**src/rtl/cmp_pkg.sv**
```systemverilog
// Shared definitions for the comparator result accumulator: result bit positions,
// FSM state encoding and the result-code legality check.
package cmp_pkg;

  localparam int CMP_LT_BIT  = 0;
  localparam int CMP_EQ_BIT  = 1;
  localparam int CMP_GT_BIT  = 2;
  localparam int CMP_RSV_BIT = 3;

  typedef enum logic [1:0] {
    IDLE  = 2'd0,
    ACCUM = 2'd1,
    DONE  = 2'd2
  } cmp_state_e;

  // A legal code has the reserved bit clear and exactly one of LT/EQ/GT set.
  function automatic logic cmp_code_legal(input logic [3:0] code);
    logic onehot;
    onehot = (code[2:0] == 3'b001) || (code[2:0] == 3'b010) || (code[2:0] == 3'b100);
    return onehot && !code[CMP_RSV_BIT];
  endfunction

endpackage

```
**src/rtl/sat_counter.sv**
```systemverilog
// Up-counter with synchronous clear that sticks at its all-ones value instead of wrapping.
module sat_counter #(
  parameter int W = 4
) (
  input  logic         clk,
  input  logic         rst_n,
  input  logic         clr,
  input  logic         inc,
  output logic [W-1:0] q
);

  logic [W-1:0] cnt_q;
  logic [W-1:0] cnt_d;

  always_comb begin
    cnt_d = cnt_q;
    if (clr) begin
      cnt_d = '0;
    end else if (inc && (cnt_q != {W{1'b1}})) begin
      cnt_d = cnt_q + W'(1);
    end
  end

  always_ff @(posedge clk or negedge rst_n) begin
    if (!rst_n) begin
      cnt_q <= '0;
    end else begin
      cnt_q <= cnt_d;
    end
  end

  assign q = cnt_q;

endmodule

```
**src/rtl/cmp_result_accumulator.sv**
```systemverilog
// Windowed accumulator of comparator results with a valid/ready summary output.
// Define CMP_ACC_ERR_CHECK_EN to add the illegal-code counter (err_cnt/err_flag).
//
// state | meaning
// IDLE  | waiting for start; counters hold the previous summary
// ACCUM | accepting one result per cycle until WIN results are taken
// DONE  | summary presented on out_valid until out_ready
module cmp_result_accumulator
  import cmp_pkg::*;
#(
  parameter int WIN   = 8,
  parameter int CNT_W = 4
) (
  input  logic             clk,
  input  logic             rst_n,
  input  logic             start,
  input  logic             in_valid,
  output logic             in_ready,
  input  logic [3:0]       cmp_r,
  output logic             out_valid,
  input  logic             out_ready,
  output logic [CNT_W-1:0] lt_cnt,
  output logic [CNT_W-1:0] eq_cnt,
  output logic [CNT_W-1:0] gt_cnt,
  output logic [3:0]       last_r,
`ifdef CMP_ACC_ERR_CHECK_EN
  output logic [CNT_W-1:0] err_cnt,
  output logic             err_flag,
`endif
  output logic             busy
);

  cmp_state_e       state_q;
  logic [CNT_W-1:0] idx_q;
  logic [CNT_W-1:0] idx_d;
  logic [3:0]       last_q;
  logic             in_ready_q;
  logic             out_valid_q;
  logic             busy_q;

  logic accept;
  logic clr;
  logic legal;
  logic final_beat;

  assign accept     = in_valid && (state_q == ACCUM);
  assign clr        = start && (state_q == IDLE);
  assign legal      = cmp_code_legal(cmp_r);
  assign final_beat = accept && (idx_q == CNT_W'(WIN - 1));
  assign idx_d      = idx_q + CNT_W'(1);

  always_ff @(posedge clk or negedge rst_n) begin
    if (!rst_n) begin
      state_q     <= IDLE;
      idx_q       <= '0;
      last_q      <= '0;
      in_ready_q  <= 1'b0;
      out_valid_q <= 1'b0;
      busy_q      <= 1'b0;
    end else begin
      case (state_q)
        IDLE: begin
          if (start) begin
            state_q    <= ACCUM;
            idx_q      <= '0;
            in_ready_q <= 1'b1;
            busy_q     <= 1'b1;
          end
        end
        ACCUM: begin
          if (accept) begin
            idx_q  <= idx_d;
            last_q <= cmp_r;
            if (final_beat) begin
              state_q     <= DONE;
              in_ready_q  <= 1'b0;
              out_valid_q <= 1'b1;
            end
          end
        end
        DONE: begin
          // A start arriving with the handshake is dropped; it must be re-issued in IDLE.
          if (out_ready) begin
            state_q     <= IDLE;
            out_valid_q <= 1'b0;
            busy_q      <= 1'b0;
          end
        end
        default: begin
          state_q     <= IDLE;
          in_ready_q  <= 1'b0;
          out_valid_q <= 1'b0;
          busy_q      <= 1'b0;
        end
      endcase
    end
  end

  sat_counter #(.W(CNT_W)) u_lt_cnt (
    .clk   (clk),
    .rst_n (rst_n),
    .clr   (clr),
    .inc   (accept && legal && cmp_r[CMP_LT_BIT]),
    .q     (lt_cnt)
  );

  sat_counter #(.W(CNT_W)) u_eq_cnt (
    .clk   (clk),
    .rst_n (rst_n),
    .clr   (clr),
    .inc   (accept && legal && cmp_r[CMP_EQ_BIT]),
    .q     (eq_cnt)
  );

  sat_counter #(.W(CNT_W)) u_gt_cnt (
    .clk   (clk),
    .rst_n (rst_n),
    .clr   (clr),
    .inc   (accept && legal && cmp_r[CMP_GT_BIT]),
    .q     (gt_cnt)
  );

`ifdef CMP_ACC_ERR_CHECK_EN
  sat_counter #(.W(CNT_W)) u_err_cnt (
    .clk   (clk),
    .rst_n (rst_n),
    .clr   (clr),
    .inc   (accept && !legal),
    .q     (err_cnt)
  );

  assign err_flag = out_valid_q && (err_cnt != '0);
`endif

  assign in_ready  = in_ready_q;
  assign out_valid = out_valid_q;
  assign busy      = busy_q;
  assign last_r    = last_q;

endmodule

```
**config.mk**
```make
export PLATFORM = sky130hd
export DESIGN_NAME = cmp_result_accumulator
export DESIGN_NICKNAME = d
export VERILOG_FILES = /design/src/rtl/cmp_pkg.sv /design/src/rtl/sat_counter.sv /design/src/rtl/cmp_result_accumulator.sv
export SDC_FILE = /design/constraint.sdc
export NUM_CORES = 1
export LEC_CHECK = 0
export BUFFER_PORTS_ARGS = -buffer_cell sky130_fd_sc_hd__buf_2
export CELL_PAD_IN_SITES_DETAIL_PLACEMENT = 1
export CELL_PAD_IN_SITES_GLOBAL_PLACEMENT = 1
export CORE_MARGIN = 3
export CORE_UTILIZATION = 35
export CTS_BUF_LIST = sky130_fd_sc_hd__clkbuf_16
export DETAILED_ROUTE_END_ITERATION = 8
export GPL_ROUTABILITY_DRIVEN = 0
export GPL_TIMING_DRIVEN = 0
export PLACE_DENSITY = 0.66
export REMOVE_ABC_BUFFERS = 1
export SLEW_MARGIN = 20
export SYNTH_ARGS = -nofsm -noshare
export SYNTH_HDL_FRONTEND = slang
export SYNTH_SLANG_ARGS = --single-unit
```
**constraint.sdc**
```tcl
create_clock -name clk -period 2.4 [get_ports clk]
set_input_delay 0.12 -clock clk [delete_from_list [all_inputs] [get_ports clk]]
set_output_delay 0.12 -clock clk [all_outputs]
set_load 0.01 [all_outputs]
```
# Yosys cells after proc, flatten, opt, wreduce, memory -nomap -nowiden
# Cells that the tools add are included.
# totals
register_bits	25
input_bits	9
# op_classes
add_sub_neg	4
n_eq_ne	13
mux	23
bitwise	3
n_reduce_logical	25
# op_table
operator	count
4-bit two-way mux	8
4-bit by 1-bit adder with 4-bit output, second input constant	4
4-bit inequality test, second input constant	3
4-bit AND reduction	3
1-bit logical AND	11
1-bit case mux with 3 select lines	3
2-bit two-way mux	4
2-bit inequality test, second input constant	4
4-bit case mux with 2 select lines	1
2-bit nonzero test	4
1-bit two-way mux	6
2-bit case mux with 3 select lines	1
3-bit AND reduction	2
4-bit by 3-bit equality test with 1-bit output, second input constant	1
3-bit by 1-bit equality test with 1-bit output, second input constant	1
3-bit by 2-bit equality test with 1-bit output, second input constant	1
3-bit equality test, second input constant	1
1-bit inverter	3
2-bit by 1-bit equality test with 1-bit output, second input constant	1
2-bit equality test, second input constant	1
2-bit logical NOT	1
1-bit logical OR	2
2-bit AND reduction	1
1-bit logical NOT	1

# Logic depth before layout (Yosys ltp)
# logic_depth
word_depth	9
ltp_mapped	6
ltp_nobuf	5

# Modules after synthesis
# A second synthesis with hierarchy kept.
# unflattened
hier_cells	118
hier_area_um2	1355.0
# by_module_without_submodules
module	instances	cells_per_inst	area_per_inst_um2	seq_area_each_um2
sat_counter	3	20	229.0	100.1
cmp_result_accumulator	1	58	668.1	325.3

# Least setup slack after synthesis
# OpenSTA, ideal clock, no wires.
# synth_path
path_type	register to register
start	register state_q[1]
end	register u_gt_cnt.cnt_q[2] (netlist: u_gt_cnt.q[2])
setup_time_ps	120
arrival_time_ps	1353
required_time_ps	2280
path_slack_ps	927
stages_incl_launch_ff	7
path_buffers	2
period_less_slack_ps	1473
path_cell_list	dfrtp_1 -> buf_6 -> and4bb_4 -> and4b_1 -> buf_6 -> a21oi_1 -> a31o_2
# synth_between
elab_chain_len	6
# synth_rtl
item	line	text
start: declaration	cmp_result_accumulator.sv:33	cmp_state_e state_q;
start signal: assignment	cmp_result_accumulator.sv:54	state_q <= IDLE;
start signal: assignment	cmp_result_accumulator.sv:64	state_q <= ACCUM;
start signal: assignment	cmp_result_accumulator.sv:75	state_q <= DONE;
2-bit by 1-bit equality test with 1-bit output	cmp_result_accumulator.sv:46	assign accept = in_valid && (state_q == ACCUM);
1-bit logical AND	cmp_result_accumulator.sv:46	
1-bit logical AND (2 in a row)	cmp_result_accumulator.sv:119	.inc (accept && legal && cmp_r[CMP_GT_BIT]),
1-bit logical AND	sat_counter.sv:19	end else if (inc && (cnt_q != {W{1'b1}})) begin
2-bit nonzero test (no source line)	n/a	
end signal: assignment	sat_counter.sv:28	cnt_q <= cnt_d;
end: declaration	sat_counter.sv:12	logic [W-1:0] cnt_q;
# Parallel ways exist; a longest one is shown, timed or not.
# A chain may end at the register's enable or synchronous reset.

# Worst setup path after layout
# layout_path
start	register state_q[1]
end	register in_ready_q (netlist: in_ready)
# layout_between
elab_chain_len	5
# layout_rtl
item	line	text
2-bit by 1-bit equality test with 1-bit output	cmp_result_accumulator.sv:46, cmp_result_accumulator.sv:61	
1-bit logical AND	cmp_result_accumulator.sv:46	
1-bit logical AND	cmp_result_accumulator.sv:49	assign final_beat = accept && (idx_q == CNT_W'(WIN - 1));
2-bit inequality test (no source line)	n/a	
4-bit AND reduction (no source line)	n/a	
end signal: assignment	cmp_result_accumulator.sv:57	in_ready_q <= 1'b0;
end signal: assignment	cmp_result_accumulator.sv:66	in_ready_q <= 1'b1;
end signal: assignment	cmp_result_accumulator.sv:76	in_ready_q <= 1'b0;
end: declaration	cmp_result_accumulator.sv:37	logic in_ready_q;
# Parallel ways exist; a longest one is shown, timed or not.

==> results.yml <==
yosys:
  synth_edf_count: 0
  synth_top_area_cell: "dfrtp_1"
  yosysUniqueCellTypes: 39
  synth_ff_type: "dfrtp_1"
  synth_cells: 120
  yosys_warnings: 0
  synth_top_area_share: 0.487
  synthTopCellsByArea: "dfrtp_1 (49%), ha_1 (3.9%), nand3_1 (3.5%)"
  yosysSeqAreaShare: 0.487
  async_flop_share: 1.00
  synth_area_mm2: 0.00128
  ys_seq_elements: 25
  synth.avg_cell_area_um2: 10.7
routing:
  drcViolationCount: 0
  post_drt_wl_per_cell_um: 14.7
  firstDrtPassIters: 4
  routed_wl_um: 2820
  drtIter0Drc: 29
  vias: 1021
  wl_met2_um: 1410
  vias_per_cell: 5.32
  wl_met1_um: 1300
  wl_met3_um: 94
  drtAntennaViolNets: 0
  highest-signal-layer: "met4"
worst_setup_path:
  crit_buf_inv: 0
  cpPeakStageDelay_ns: 0.55
  path_cells: "nand3b_2 -> nor3_1 -> o21ba_2 -> o22ai_1"
  end_kind: "flop"
  critPathTopFamily: "simple AND/OR/NAND/NOR gates"
  crit_path_start_kind: "flop"
  cp_max_fo: 10
  cp.required_ns: 2.53
  cp_slowest_cell: "nor3_1"
  cp.arrival_ns: 1.92
  critPathKind: "reg2reg"
power:
  total_power_mw: 1.58
  power_density_mw_per_mm2: 1040
  sequentialPowerShare: 0.439
  p_int_mw: 1.03
  p_leak_nw: 0.740
  power.switching_uw: 559
  switching_share: 0.353
  power.share.clock: 0.243
  peakVddDrop_mv: 0.355
  combPwrFrac: 0.319
timing:
  fin_crit_ns: 1.79
  tightest_slew_ns: 0.582
  fin_skew_ns: 0.00433
  maxSlewHeadroom: 0.609
  hold_viol_final: 0
  fmax_mhz: 559
  rsz0062_at_grt: "false"
  setup_tns_ns: 0
  hold_ws_ns: 0.103
  final_max_slew_viol_count: 0
  finalWorstSetupSlack_ns: 0.612
  final-setup-viol-count: 0
  finalCritPeriodShare: 0.745
clock_network:
  cts-root-buf: "clkbuf_16"
  post-cts-setup-buffers: 0
  clockBufferDepth: 2
  tritoncts: "yes"
  htreeDepth: 1
  cts_buffers: 3
  clk_latency_ns: 0.26
  cts_sinks: 25
  clk_pin_slew_worst_paths_ns: 0.07
global_routing:
  grt_antenna_before_repair: 0
  grt_pass1_wl_um: 4860
  grt_remaining_overflow: 0
  grt_pass1_vias: 1077
  grt_max_degree: 26
  track_usage: 0.143
layout:
  drive_above_1_share: 0.281
  area.growth.synth_to_final_pct: 18.9
  final_common_cell: "buf_2"
  layout_common_cells: "buf_2 (27), dfrtp_1 (25), nor2_1 (12)"
  n_antenna_cell: 0
  final_net_count: 160
  post-route-util: 0.443
floorplan:
  start_util: 0.373
  die_x_um: 66.6
  pin_count: 28
  coreArea_mm2: 0.00344
  die_height_um: 66.6
  die_area_mm2: 0.00443
  num_rows: 21
job:
  max_cap_violations: 0
min_path:
  min_path_type: "in2reg"
outcome:
  status: "finished, final reports clean"
placed_design:
  io_buffers: 27
  place_ws_ns: 0.603
  hpwl_um: 2130
## metrics by stage
step | instance area [µm²] | instances
after floorplan | 1240 | 114
after global placement | 1430 | 187
after detailed placement | 1430 | 187
after CTS | 1530 | 192
after global routing | 1530 | 192
final | 1530 | 192
## kinds of logic (layout without fill, tap and decap cells)
family,count (synthesis),in the layout,synth area share
AO/OA/AOI/OAI,23,23,0.121
XOR/XNOR,5,5,0.0341
buffers and inverters,11,37,0.0478
AND/OR/NAND/NOR,44,44,0.205
adder cells (fa/ha/maj),4,4,0.0390
multiplexers,8,8,0.0663
flip-flops,25,25,0.487
## area by class of cell
cell class | count | area, µm²
clock inverter | 1 | 7.51
timing repair buffer | 28 | 145
inverter | 5 | 18.8
clock buffer | 3 | 75.1
sequential | 25 | 626
fill | 398 | 1920
multi-input combinational | 84 | 597
tap | 46 | 57.6
## state kept, by name, indices dropped and copies added (netlist names)
register    cells
busy            1
in_ready        1
u_gt_cnt.q      4
out_valid       1
u_lt_cnt.q      4
last_r          4
idx_q           4
u_eq_cnt.q      4
state_q         2
## Yosys cell counts, types with 2 or more instances
cell type	n
a21oi_1	3
nand2_1	6
a22o_1	2
nor2b_1	3
nand3_1	9
xnor2_1	3
clkbuf_1	2
dfrtp_1	25
a31o_2	2
nor2_1	12
o22ai_1	2
nand2b_1	2
and4b_1	2
inv_1	5
ha_1	4
mux2i_1	4
o21ai_0	7
xor2_1	2
buf_6	2
mux2_2	4
## worst paths after layout
path	from	slack (ns)	end	cells after the start
max	state_q[1]	0.61	in_ready	4
min	cmp_r[3]	0.10	last_r[3]	2
max reg2reg	state_q[1]	0.61	in_ready	4
min reg2reg	out_valid	0.50	out_valid	1
max in group asynchronous	rst_n	1.64	busy	2
min in group asynchronous	rst_n	0.38	u_gt_cnt.q[3]	2
## what timing repair did
item / in CTS / in global routing
hold buffers: 1 / 0
resized for setup: 0 / 0
endpoints found under the hold margin: 25 / 0
## worst reg2reg max path, delay by kind of cell, from the launching register on
kind | cells | cell delay [ns]
AND/OR/NAND/NOR | 2 | 0.91
flip-flops | 1 | 0.47
AO/OA/AOI/OAI | 2 | 0.29
## power groups by stage
| stage | combinational [mW] | sequential [mW] | clock (mW) |
|---|---|---|---|
| after floorplan | 0.286 | 0.722 | 0 |
| after global placement | 0.490 | 0.694 | 0 |
| after detailed placement | 0.514 | 0.704 | 0 |
| after CTS | 0.517 | 0.698 | 0.393 |
| after global routing | 0.576 | 0.723 | 0.418 |
| final | 0.505 | 0.695 | 0.384 |
## metal layers
metal	vias up	GRT usage
li1	481	-
met1	518	0.177
met2	18	0.243
met3	4	0.0270
met4	0	0.0558
met5	-	0
Note: power is estimated with default switching activity, not from simulation.
